--- src/rtl/synth_i2s_tx.sv ---
// I2S transmitter: double-buffered stereo sample pair serialized MSB-first
// using LRCK/BCK edges recovered from the clock generator in the OSC_CLK domain.
module synth_i2s_tx #(
  parameter int DATA_WIDTH = 16,
  parameter int CNT_WIDTH  = 6
) (
  input  logic                  OSC_CLK,
  input  logic                  iRST,
  input  logic                  iLRCK,
  input  logic                  iBCK,
  input  logic [DATA_WIDTH-1:0] iSAMPLE_L,
  input  logic [DATA_WIDTH-1:0] iSAMPLE_R,
  input  logic                  iSAMPLE_VALID,
  output logic                  oSAMPLE_READY,
  output logic                  oAUD_DATA,
  output logic                  oFRAME_STROBE,
  output logic                  oUNDERRUN,
  input  logic                  iUNDERRUN_CLR
);

  typedef enum logic [1:0] {
    IDLE,
    LEFT,
    RIGHT
  } state_t;

  state_t state;
  state_t state_next;

  logic lrck_sync1;
  logic lrck_sync2;
  logic lrck_hist;
  logic bck_sync1;
  logic bck_sync2;
  logic bck_hist;
  logic lr_fall;
  logic lr_rise;
  logic bck_fall;

  logic [DATA_WIDTH-1:0] hold_l;
  logic [DATA_WIDTH-1:0] hold_r;
  logic                  hold_full;
  logic [DATA_WIDTH-1:0] active_l;
  logic [DATA_WIDTH-1:0] active_r;
  logic [DATA_WIDTH-1:0] shifter;
  logic [CNT_WIDTH-1:0]  bit_cnt;
  logic [CNT_WIDTH-1:0]  bit_cnt_inc;
  logic                  aud_data;
  logic                  frame_strobe;
  logic                  underrun;

  logic                  left_start;
  logic                  right_start;
  logic                  accept;
  logic [DATA_WIDTH-1:0] load_word;

  // Edge pulses are registered so the pin-to-pulse delay is three cycles.
  always_ff @(posedge OSC_CLK) begin
    if (iRST) begin
      lrck_sync1 <= 1'b0;
      lrck_sync2 <= 1'b0;
      lrck_hist  <= 1'b0;
      bck_sync1  <= 1'b0;
      bck_sync2  <= 1'b0;
      bck_hist   <= 1'b0;
      lr_fall    <= 1'b0;
      lr_rise    <= 1'b0;
      bck_fall   <= 1'b0;
    end else begin
      lrck_sync1 <= iLRCK;
      lrck_sync2 <= lrck_sync1;
      lrck_hist  <= lrck_sync2;
      bck_sync1  <= iBCK;
      bck_sync2  <= bck_sync1;
      bck_hist   <= bck_sync2;
      lr_fall    <= lrck_hist & ~lrck_sync2;
      lr_rise    <= ~lrck_hist & lrck_sync2;
      bck_fall   <= bck_hist & ~bck_sync2;
    end
  end

  always_ff @(posedge OSC_CLK) begin
    if (iRST) begin
      state <= IDLE;
    end else begin
      state <= state_next;
    end
  end

  // A rising LRCK seen from IDLE is dropped so output always starts on a left word.
  always_comb begin
    state_next  = state;
    left_start  = 1'b0;
    right_start = 1'b0;
    case (state)
      IDLE: begin
        if (lr_fall) begin
          state_next = LEFT;
          left_start = 1'b1;
        end
      end
      LEFT: begin
        if (lr_rise) begin
          state_next  = RIGHT;
          right_start = 1'b1;
        end
      end
      RIGHT: begin
        if (lr_fall) begin
          state_next = LEFT;
          left_start = 1'b1;
        end
      end
      default: begin
        state_next = IDLE;
      end
    endcase
  end

  always_comb begin
    accept = iSAMPLE_VALID & ~hold_full;
    if (left_start) begin
      load_word = hold_full ? hold_l : active_l;
    end else begin
      load_word = active_r;
    end
    if (bit_cnt == '1) begin
      bit_cnt_inc = bit_cnt;
    end else begin
      bit_cnt_inc = bit_cnt + CNT_WIDTH'(1);
    end
  end

  // A pair accepted on a left-frame start lands in the holding buffer for the next frame.
  always_ff @(posedge OSC_CLK) begin
    if (iRST) begin
      hold_l       <= '0;
      hold_r       <= '0;
      hold_full    <= 1'b0;
      active_l     <= '0;
      active_r     <= '0;
      frame_strobe <= 1'b0;
      underrun     <= 1'b0;
    end else begin
      frame_strobe <= left_start;
      if (accept) begin
        hold_l <= iSAMPLE_L;
        hold_r <= iSAMPLE_R;
      end
      if (accept) begin
        hold_full <= 1'b1;
      end else if (left_start) begin
        hold_full <= 1'b0;
      end
      if (left_start && hold_full) begin
        active_l <= hold_l;
        active_r <= hold_r;
      end
      if (left_start && !hold_full) begin
        underrun <= 1'b1;
      end else if (iUNDERRUN_CLR) begin
        underrun <= 1'b0;
      end
    end
  end

  // A BCK fall coinciding with a channel load becomes that channel's delay slot.
  always_ff @(posedge OSC_CLK) begin
    if (iRST) begin
      shifter  <= '0;
      bit_cnt  <= '0;
      aud_data <= 1'b0;
    end else if (left_start || right_start) begin
      shifter <= load_word;
      if (bck_fall) begin
        bit_cnt  <= CNT_WIDTH'(1);
        aud_data <= 1'b0;
      end else begin
        bit_cnt <= '0;
      end
    end else if (state == IDLE) begin
      aud_data <= 1'b0;
    end else if (bck_fall) begin
      bit_cnt <= bit_cnt_inc;
      if (bit_cnt == '0) begin
        aud_data <= 1'b0;
      end else if (bit_cnt <= CNT_WIDTH'(DATA_WIDTH)) begin
        aud_data <= shifter[DATA_WIDTH-1];
        shifter  <= {shifter[DATA_WIDTH-2:0], 1'b0};
      end else begin
        aud_data <= 1'b0;
      end
    end
  end

  assign oSAMPLE_READY = ~hold_full;
  assign oAUD_DATA     = aud_data;
  assign oFRAME_STROBE = frame_strobe;
  assign oUNDERRUN     = underrun;

endmodule

--- config.mk ---
export PLATFORM = sky130hd
export DESIGN_NAME = synth_i2s_tx
export DESIGN_NICKNAME = d
export VERILOG_FILES = /design/src/rtl/synth_i2s_tx.sv
export SDC_FILE = /design/constraint.sdc
export NUM_CORES = 1
export LEC_CHECK = 0
export CELL_PAD_IN_SITES_DETAIL_PLACEMENT = 1
export CELL_PAD_IN_SITES_GLOBAL_PLACEMENT = 1
export CORE_MARGIN = 2
export CORE_UTILIZATION = 43
export DETAILED_ROUTE_END_ITERATION = 12
export GPL_TIMING_DRIVEN = 0
export PLACE_DENSITY_LB_ADDON = 0.08
export SLEW_MARGIN = 25
export SYNTH_ARGS = -nofsm -noshare
export SYNTH_HDL_FRONTEND = slang
export SYNTH_SLANG_ARGS = --single-unit
--- constraint.sdc ---
create_clock -name OSC_CLK -period 1.9 [get_ports OSC_CLK]
set_input_delay 0.475 -clock OSC_CLK [delete_from_list [all_inputs] [get_ports OSC_CLK]]
set_output_delay 0.475 -clock OSC_CLK [all_outputs]
set_load 0.03 [all_outputs]
==> Word level (Yosys, flattened, before mapping) <==
Index checks and enable logic that the tools add are counted.
{ "word_totals": {"reg_bits": 101, "latchBits": 0, "mem_bits_rw": 0, "mem_bits_ro": 0, "output_inout_bits": 4, "word_cells": 84, "memories": 0} }
{ "op_classes": {"addsub": 1, "mul": 0, "div_mod_pow": 0, "n_lt_le_gt_ge": 1, "eq_ne": 9, "shift": 0, "mux": 29, "bitwise": 8, "n_reduce_logical": 16} }
{ "ops": {"columns": ["cell", "n"], "rows": [
  ["two-way mux 16 bit", 7],
  ["two-way mux 6 bit", 4],
  ["two-way mux 1 bit", 15],
  ["nonzero test 2 bit", 5],
  ["inequality test 2 bit, second input constant", 4],
  ["adder 6 x 1 -> 6 bit, second input constant", 1],
  ["equality test 6 bit, second input constant", 1],
  ["<= comparator 6 x 5 -> 1 bit, second input constant", 1],
  ["logical NOT 6 bit", 1],
  ["AND 1 bit", 4],
  ["two-way mux 2 bit", 2],
  ["inequality test 2 x 1 -> 1 bit, second input constant", 2],
  ["NOT 1 bit", 4],
  ["one-hot mux 2 bit (2 select lines)", 1],
  ["AND reduction 2 bit", 2],
  ["AND reduction 4 bit", 1],
  ["AND reduction 3 bit", 1],
  ["equality test 2 x 1 -> 1 bit, second input constant", 1],
  ["equality test 2 bit, second input constant", 1],
  ["logical AND 1 bit", 2],
  ["logical NOT 2 bit", 1],
  ["OR reduction 2 bit", 1],
  ["logical NOT 1 bit", 1],
  ["logical OR 1 bit", 1]
]} }

==> Logic depth before layout (Yosys ltp) <==
Gate-level depths: netlist of the first run.
{ "depth": {"depth_word": 6, "depth_mapped": 7} }

==> Worst setup path before layout of the first run <==
Ideal clock, no wire load.
{ "synth_path": {"path_type": "reg-to-reg", "from": "register bit_cnt[0]", "to": "register shifter[10]", "setup_time_ns": 0.086, "arrival_ns": 1.481, "required_ns": 1.814, "slack_ns": 0.333, "stages_incl_launch_ff": 8, "path_buffers": 1, "period_less_slack_ns": 1.567, "cell_sequence": "dfxtp_1 -> inv_1 -> ha_1 -> nor3b_4 -> xnor2_2 -> nand2_1 -> buf_6 -> a221oi_2"} }
{ "synth_between": {"elab_chain_len": 3} }
{ "synth_lines": {"columns": ["element", "line_no", "text"], "rows": [
  ["start, declared", "46", "logic [CNT_WIDTH-1:0] bit_cnt;"],
  ["start signal, assigned", "184", "bit_cnt <= bit_cnt_inc;"],
  ["<= comparator 6 x 5 -> 1 bit or logical NOT 6 bit (tied branches)", "187, 185", null],
  ["nonzero test 2 bit (no source line) or inequality test 2 bit (tied branches)", null, null],
  ["AND reduction 4 bit (no source line) *", null, null],
  ["end signal, assigned", "174", "shifter <= load_word;"],
  ["end signal, assigned", "189", "shifter <= {shifter[DATA_WIDTH-2:0], 1'b0};"],
  ["end, declared", "45", "logic [DATA_WIDTH-1:0] shifter;"]
]} }
Every way passes the cells marked *; elsewhere a longest branch is shown, timed or not.
A chain may end at the register's enable or synchronous reset.

==> Worst setup path after layout of the first run <==
{ "layout_path": {"from": "register hold_full", "to": "output port oSAMPLE_READY"} }
{ "layout_between": {"elab_chain_len": 1} }
{ "layout_lines": {"columns": ["element", "line_no", "text"], "rows": [
  ["start, declared", "42", "logic hold_full;"],
  ["start signal, assigned", "139", "hold_full <= 1'b0;"],
  ["start signal, assigned", "151", "hold_full <= 1'b1;"],
  ["start signal, assigned", "153", "hold_full <= 1'b0;"],
  ["NOT 1 bit", "196", "assign oSAMPLE_READY = ~hold_full;"],
  ["end, declared", "14", "output logic oSAMPLE_READY,"]
]} }
Every way passes these cells.

==> results.sh, run 1 <==
export IMPL_status="completed"
export IMPL_die_area_mm2=0.01060
export IMPL_routed_wl_mm=10.98
export IMPL_p_leak_uw=0.001759
export IMPL_mappedNetlistNets=527
export IMPL_synth_seq_cells=101
export IMPL_die_h_um=102.9
export IMPL_drc_errors=0
export IMPL_combPwrFrac_pct=7.8
export IMPL_tightest_slew_ns=0.6683
export IMPL_met1_usage_pct=27.94
export IMPL_synth_area_mm2=0.004209
export IMPL_critPathRequiredTime_ns=1.42
export IMPL_drive_above_1_share_pct=13.58
export IMPL_finClkSkew_ns=0.01119
export IMPL_cp_end_kind="primary output"
export IMPL_crit_fanout=10
export IMPL_grt_pass1_wl_mm=17.75
export IMPL_switching_share_pct=22.59
export IMPL_antenna_cells=0
export IMPL_final_util_pct=52.66
export IMPL_clkLatencyLatePin_ns=0.36
export IMPL_p_clk_share_pct=39.2
export IMPL_area_growth_pct=20.60
export IMPL_htreeDepth=3
export IMPL_cts_hold_buf=0
export IMPL_grt_use_met3_pct=4.000
export IMPL_overflow=0
export IMPL_yosysSeqAreaShare_pct=48.04
export IMPL_cap_violations=0
export IMPL_hold_viol=0
export IMPL_avgSynthCellArea_um2=8.643
export IMPL_layout_commonest_cell="nand2_1"
export IMPL_clock_path_buffers=2
export IMPL_cts_tree="built"
export IMPL_synth_top_cell_by_area="dfxtp_1"
export IMPL_drt_iter0_drc=75
export IMPL_power_density_mw_per_mm2=819.5
export IMPL_synth_top_area_share_pct=48.04
export IMPL_coreArea_mm2=0.009639
export IMPL_worst_setup_path_type="flip-flop to primary output"
export IMPL_total_power_uw=4160
export IMPL_relSlewSlack_pct=55.45
export IMPL_ys_flop_type="dfxtp_1"
export IMPL_grt_pass1_vias=3518
export IMPL_io_pins=42
export IMPL_port_buffers=40
export IMPL_busiest_layer="met2"
export IMPL_syn_inst=487
export IMPL_drv_slew=0
export IMPL_period_share_pct=96.66
export IMPL_clk_pin_slew_ns=0.10
export IMPL_seqPwrFrac_pct=53.0
export IMPL_ir_drop_v=0.0003731
export IMPL_route_vias_total=3529
export IMPL_rsz0062_at_grt="false"
export IMPL_root_buffer="clkbuf_8"
export IMPL_rows=36
export IMPL_final_cell_mix="132 x nand2_1, 99 x dfxtp_1, 77 x a21oi_1"
export IMPL_drtPass1Iterations=4
export IMPL_finalSetupViolCount=0
export IMPL_routabilityCongestion=0.8010
export IMPL_netlist_top_cells_area="dfxtp_1 48%, nand2_1 12%, a21oi_1 9.2%, a221oi_2 6.1%, mux2i_1 4.0%"
export IMPL_grt_use_total_pct=21.93
export IMPL_numCtsBuffers=9
export IMPL_wire_per_inst_um=16.19
export IMPL_p_switching_uw=939.6
export IMPL_crit_arrival_ns=1.36
export IMPL_finalNetCount=582
export IMPL_ys_types=45
export IMPL_fmax_mhz=544.5
export IMPL_vias_per_cell=5.205
export IMPL_die_x_um=102.9
export IMPL_ant_nets=0
export IMPL_p_int_uw=3220
export IMPL_ys_warn_count=0
export IMPL_grt_max_degree=16
export IMPL_initial_core_util_pct=43.67
export IMPL_antenna_found_initial=0
export IMPL_worstSetupStartpointType="flip-flop"
export IMPL_grtUsageMet2_pct=38.11
export IMPL_fin_crit_ns=1.837
export IMPL_synth_edff_count=0
export IMPL_cts_sinks=101
export IMPL_synthArstFlopShare_pct=0
export IMPL_dp_hpwl_mm=8.224
export IMPL_hold_class="flip-flop to flip-flop"
[final timing paths]
check                                              from                  endpoint  slack, ns  cells past startpoint
worst max-delay path             hold_full$_SDFFE_PP0P_             oSAMPLE_READY       0.06                      3
worst min-delay path               bck_sync2$_SDFF_PP0_       bck_fall$_SDFF_PP0_       0.42                      1
worst max register to register  bit_cnt[0]$_SDFFE_PP0P_  shifter[12]$_SDFFE_PP0P_       0.09                      8
worst min register to register     bck_sync2$_SDFF_PP0_       bck_fall$_SDFF_PP0_       0.42                      1
[registers in the layout, summed over array words and instances, names as in the netlist, 2 cells and up]
name,count
bit_cnt,6
shifter,16
hold_l,16
active_r,16
hold_r,16
state,2
active_l,16
[power groups by stage]
stage	sequential, uW	clock [uW]	combinational [uW]
2_1_floorplan	2250	0	183
3_3_place_gp	2260	0	313
3_5_place_dp	2260	0	322
4_1_cts	2210	1650	322
5_1_grt	2220	1740	358
6_report	2210	1630	322
[Yosys cell counts, drive strengths merged, types with 5 or more instances]
cell    instances
a21oi          77
a221oi         22
a31oi           5
buf            22
clkbuf         13
dfxtp         101
inv             7
mux2i          17
nand2         132
nor2           38
nor2b          10
o21ai          12
xnor2           5
[critical path: stages, from the launching register on]
cell	delay, ns
dfxtp_1	0.32
buf_4	0.18
inv_1	0.17
clkdlybuf4s15_2	0.33
[layer usage]
metal  wire [um]  share of wire (%)
met5           0                  0
met4         155                1.4
met3         258                2.4
met2        5469                 50
met1        5094                 46
[what timing repair did]
action	CTS	global route
pin swaps	0	1
setup buffers	0	4
gates resized for setup	3	9
endpoints found under the setup margin	1	13
[layout make-up]
| type | instances | area (um2) |
|---|---|---|
| sequential | 101 | 2027 |
| clock buffer | 10 | 137.6 |
| multi-input combinational | 344 | 1987 |
| fill | 1140 | 4563 |
| tap | 133 | 166.4 |
| buffer | 35 | 197.7 |
| inverter | 7 | 26.28 |
| clock inverter | 4 | 97.59 |
| timing repair buffer | 44 | 436.7 |
[kinds of logic (layout without fill, tap and decap cells)]
family | Yosys count | in the layout | synth area share (%)
adder cells (fa/ha/maj) | 2 | 2 | 0.5944
XOR/XNOR | 5 | 5 | 1.397
AO/OA/AOI/OAI | 122 | 122 | 20.10
buffers and inverters | 42 | 100 | 5.291
AND/OR/NAND/NOR | 198 | 198 | 20.54
multiplexers | 17 | 17 | 4.043
flip-flops | 101 | 101 | 48.04
[through the flow]
stage	TNS [ns]	hold slack [ns]	cell area, um2	instances	worst slack, ns
3_5_place_dp	-7.519	0.4117	4776	660	-0.2574
2_1_floorplan	0	0.3835	4209	487	0.3330
5_1_grt	0	0.4383	5076	678	0.006238
4_1_cts	0	0.4279	5012	674	0.01905
3_3_place_gp	-5.355	0.3955	4776	660	-0.2149
6_report	0	0.4236	5076	678	0.06345
(Power assumes the default switching activity.)
==> inputs of run 2 (changes only) <==
--- a/config.mk
+++ b/config.mk
@@ -8,7 +8,7 @@
 export CELL_PAD_IN_SITES_DETAIL_PLACEMENT = 1
 export CELL_PAD_IN_SITES_GLOBAL_PLACEMENT = 1
 export CORE_MARGIN = 2
-export CORE_UTILIZATION = 43
+export CORE_UTILIZATION = 39
 export DETAILED_ROUTE_END_ITERATION = 12
 export GPL_TIMING_DRIVEN = 0
 export PLACE_DENSITY_LB_ADDON = 0.08
==> constraint.sdc (replaced) <==
create_clock -name OSC_CLK -period 1.5 [get_ports OSC_CLK]
set_input_delay 0.375 -clock OSC_CLK [delete_from_list [all_inputs] [get_ports OSC_CLK]]
set_output_delay 0.375 -clock OSC_CLK [all_outputs]
set_load 0.03 [all_outputs]
==> run 2 against run 1 <==
  * The run now ends with negative setup slack left
  * Design area rose by 3.4%
  * Register-to-register slack lost 0.27 ns
  * Worst hold slack lost 0.047 ns
  * First-iteration DRC count is 89% higher
  * Combinational power is 40% higher
  * Highest routed layer unchanged
==> results.sh, run 2 (synthesis results as in run 1) <==
export IMPL_rsz0062_at_grt="true"
export IMPL_clkLatencyLatePin_ns=0.37
export IMPL_final_cell_mix="129 x nand2_1, 97 x dfxtp_1, 76 x a21oi_1"
export IMPL_coreArea_mm2=0.01042
export IMPL_worstReg2RegStart="bit_cnt[1]$_SDFFE_PP0P_"
export IMPL_cap_violations=0
export IMPL_cts_hold_buf=0
export IMPL_drt_iter0_drc=142
export IMPL_crit_fanout=5
export IMPL_die_area_mm2=0.01164
export IMPL_die_x_um=107.9
export IMPL_hold_depth=2
export IMPL_routabilityCongestion=0.8099
export IMPL_fin_cells=693
export IMPL_antenna_cells=0
export IMPL_relSlewSlack_pct=46.16
export IMPL_placedCellCount=663
export IMPL_initial_core_util_pct=40.41
export IMPL_hp_start="iRST"
export IMPL_worst_setup_path_type="flip-flop to flip-flop"
export IMPL_cp_slowest_cell="dfxtp_4"
export IMPL_hold_viol=0
export IMPL_port_buffers=40
export IMPL_wire_per_inst_um=16.92
export IMPL_clk_pin_slew_ns=0.10
export IMPL_path_delay_family="simple AND/OR/NAND/NOR gates"
export IMPL_fin_crit_ns=1.676
export IMPL_htreeDepth=3
export IMPL_cp_end_kind="flip-flop"
export IMPL_grt_use_total_pct=21.05
export IMPL_dp_hpwl_mm=8.328
export IMPL_io_pins=42
export IMPL_critPathMaxStageDelay_ns=0.35
export IMPL_antenna_found_initial=0
export IMPL_finalSetupViolCount=16
export IMPL_finClkSkew_ns=0.01184
export IMPL_reg2reg_to="shifter[4]$_SDFFE_PP0P_"
export IMPL_power_density_mw_per_mm2=926.0
export IMPL_worstSetupStartpointType="flip-flop"
export IMPL_tns_ns=-1.580
export IMPL_hold_end="lrck_hist$_SDFF_PP0_"
export IMPL_grt_max_degree=16
export IMPL_cp_cell_sequence="inv_2 -> ha_4 -> nor3b_4 -> xnor2_2 -> nand2_2 -> clkbuf_16 -> a221oi_4"
export IMPL_vias_per_cell=5.162
export IMPL_ant_nets=0
export IMPL_numCtsBuffers=9
export IMPL_root_buffer="clkbuf_8"
export IMPL_hold_class="primary input to flip-flop"
export IMPL_grt_pass1_wl_mm=18.64
export IMPL_routed_wl_mm=11.72
export IMPL_die_h_um=107.9
export IMPL_status="finished, violations left"
export IMPL_tightest_slew_ns=0.8076
export IMPL_period_share_pct=111.8
export IMPL_route_vias_total=3577
export IMPL_crit_arrival_ns=1.96
export IMPL_clock_path_buffers=2
export IMPL_finalNetCount=592
export IMPL_fill_cells=1239
export IMPL_setup_ws_ns=-0.1765
export IMPL_rows=37
export IMPL_violations="negative setup slack"
export IMPL_grt_pass1_vias=3632
export IMPL_critPathRequiredTime_ns=1.78
export IMPL_r2r_cells=7
export IMPL_p_leak_uw=0.001813
export IMPL_cts_tree="built"
export IMPL_r2r_setup_slack_ns=-0.18
export IMPL_fmax_mhz=596.5
export IMPL_drv_slew=0
export IMPL_layout_commonest_cell="nand2_1"
export IMPL_drtPass1Iterations=4
export IMPL_path_buf_inv=2
export IMPL_overflow=0
export IMPL_area_growth_pct=24.64
export IMPL_drive_above_1_share_pct=19.39
export IMPL_ir_drop_v=0.0004469
export IMPL_cts_sinks=101
export IMPL_drc_errors=0
==> run 2: per-stage QoR <==
step / instance area (um2) / worst slack [ns] / hold WS, ns / power (uW) / utilization, %
after floorplan: 4224 / -0.000008993 / 0.3835 / 3079 / -
after global placement: 4795 / -0.5193 / 0.3997 / 3256 / 46.03
after detailed placement: 4795 / -0.5887 / 0.4043 / 3272 / 46.03
after CTS: 5094 / -0.1788 / 0.3561 / 4884 / 48.90
after global routing: 5246 / -0.2594 / 0.4339 / 5079 / 50.37
final: 5246 / -0.1765 / 0.3768 / 4858 / 50.37
==> run 2: layout make-up <==
cell class | count | area (um2) | area share, %
multi-input combinational | 344 | 2068 | 39.42
buffer | 35 | 249.0 | 4.746
sequential | 101 | 2034 | 38.78
inverter | 7 | 30.03 | 0.5724
clock inverter | 4 | 22.52 | 0.4293
tap | 136 | 170.2 | 3.243
clock buffer | 12 | 155.1 | 2.957
timing repair buffer | 54 | 516.7 | 9.850
==> run 2: worst max path at each step <==
stage | from | to | cells after the start | slack [ns]
6_report | bit_cnt[1]$_SDFFE_PP0P_ | shifter[4]$_SDFFE_PP0P_ | 7 | -0.18
5_1_grt | bit_cnt[1]$_SDFFE_PP0P_ | shifter[4]$_SDFFE_PP0P_ | 7 | -0.26
3_5_place_dp | iSAMPLE_VALID | hold_l[6]$_SDFFE_PP0P_ | 6 | -0.59
2_1_floorplan | bit_cnt[1]$_SDFFE_PP0P_ | shifter[10]$_SDFFE_PP0P_ | 7 | -0.000009
3_3_place_gp | iSAMPLE_VALID | hold_l[8]$_SDFFE_PP0P_ | 6 | -0.52
4_1_cts | hold_full$_SDFFE_PP0P_ | oSAMPLE_READY | 3 | -0.18
==> run 2: metal layers <==
| metal | track usage [%] | part of all wire, % | up-vias |
|---|---|---|---|
| li1 | - | - | 1776 |
| met1 | 26.03 | 46 | 1741 |
| met2 | 35.94 | 50 | 47 |
| met3 | 4.237 | 2.1 | 13 |
| met4 | 8.059 | 2.4 | 0 |
| met5 | 0 | 0 | - |
==> run 2: what timing repair did <==
| item | in CTS | in global routing |
|---|---|---|
| gates cloned | 1 | 0 |
| endpoints found under the setup margin | 84 | 69 |
| resized for setup | 28 | 41 |
| buffers inserted | 8 | 5 |
| pin swaps | 3 | 7 |
| hold endpoints to repair | 0 | 0 |
==> run 2: power breakdown <==
part	switching, uW	internal [uW]
registers	49.9	2750
logic	231	219
clock network	924	688
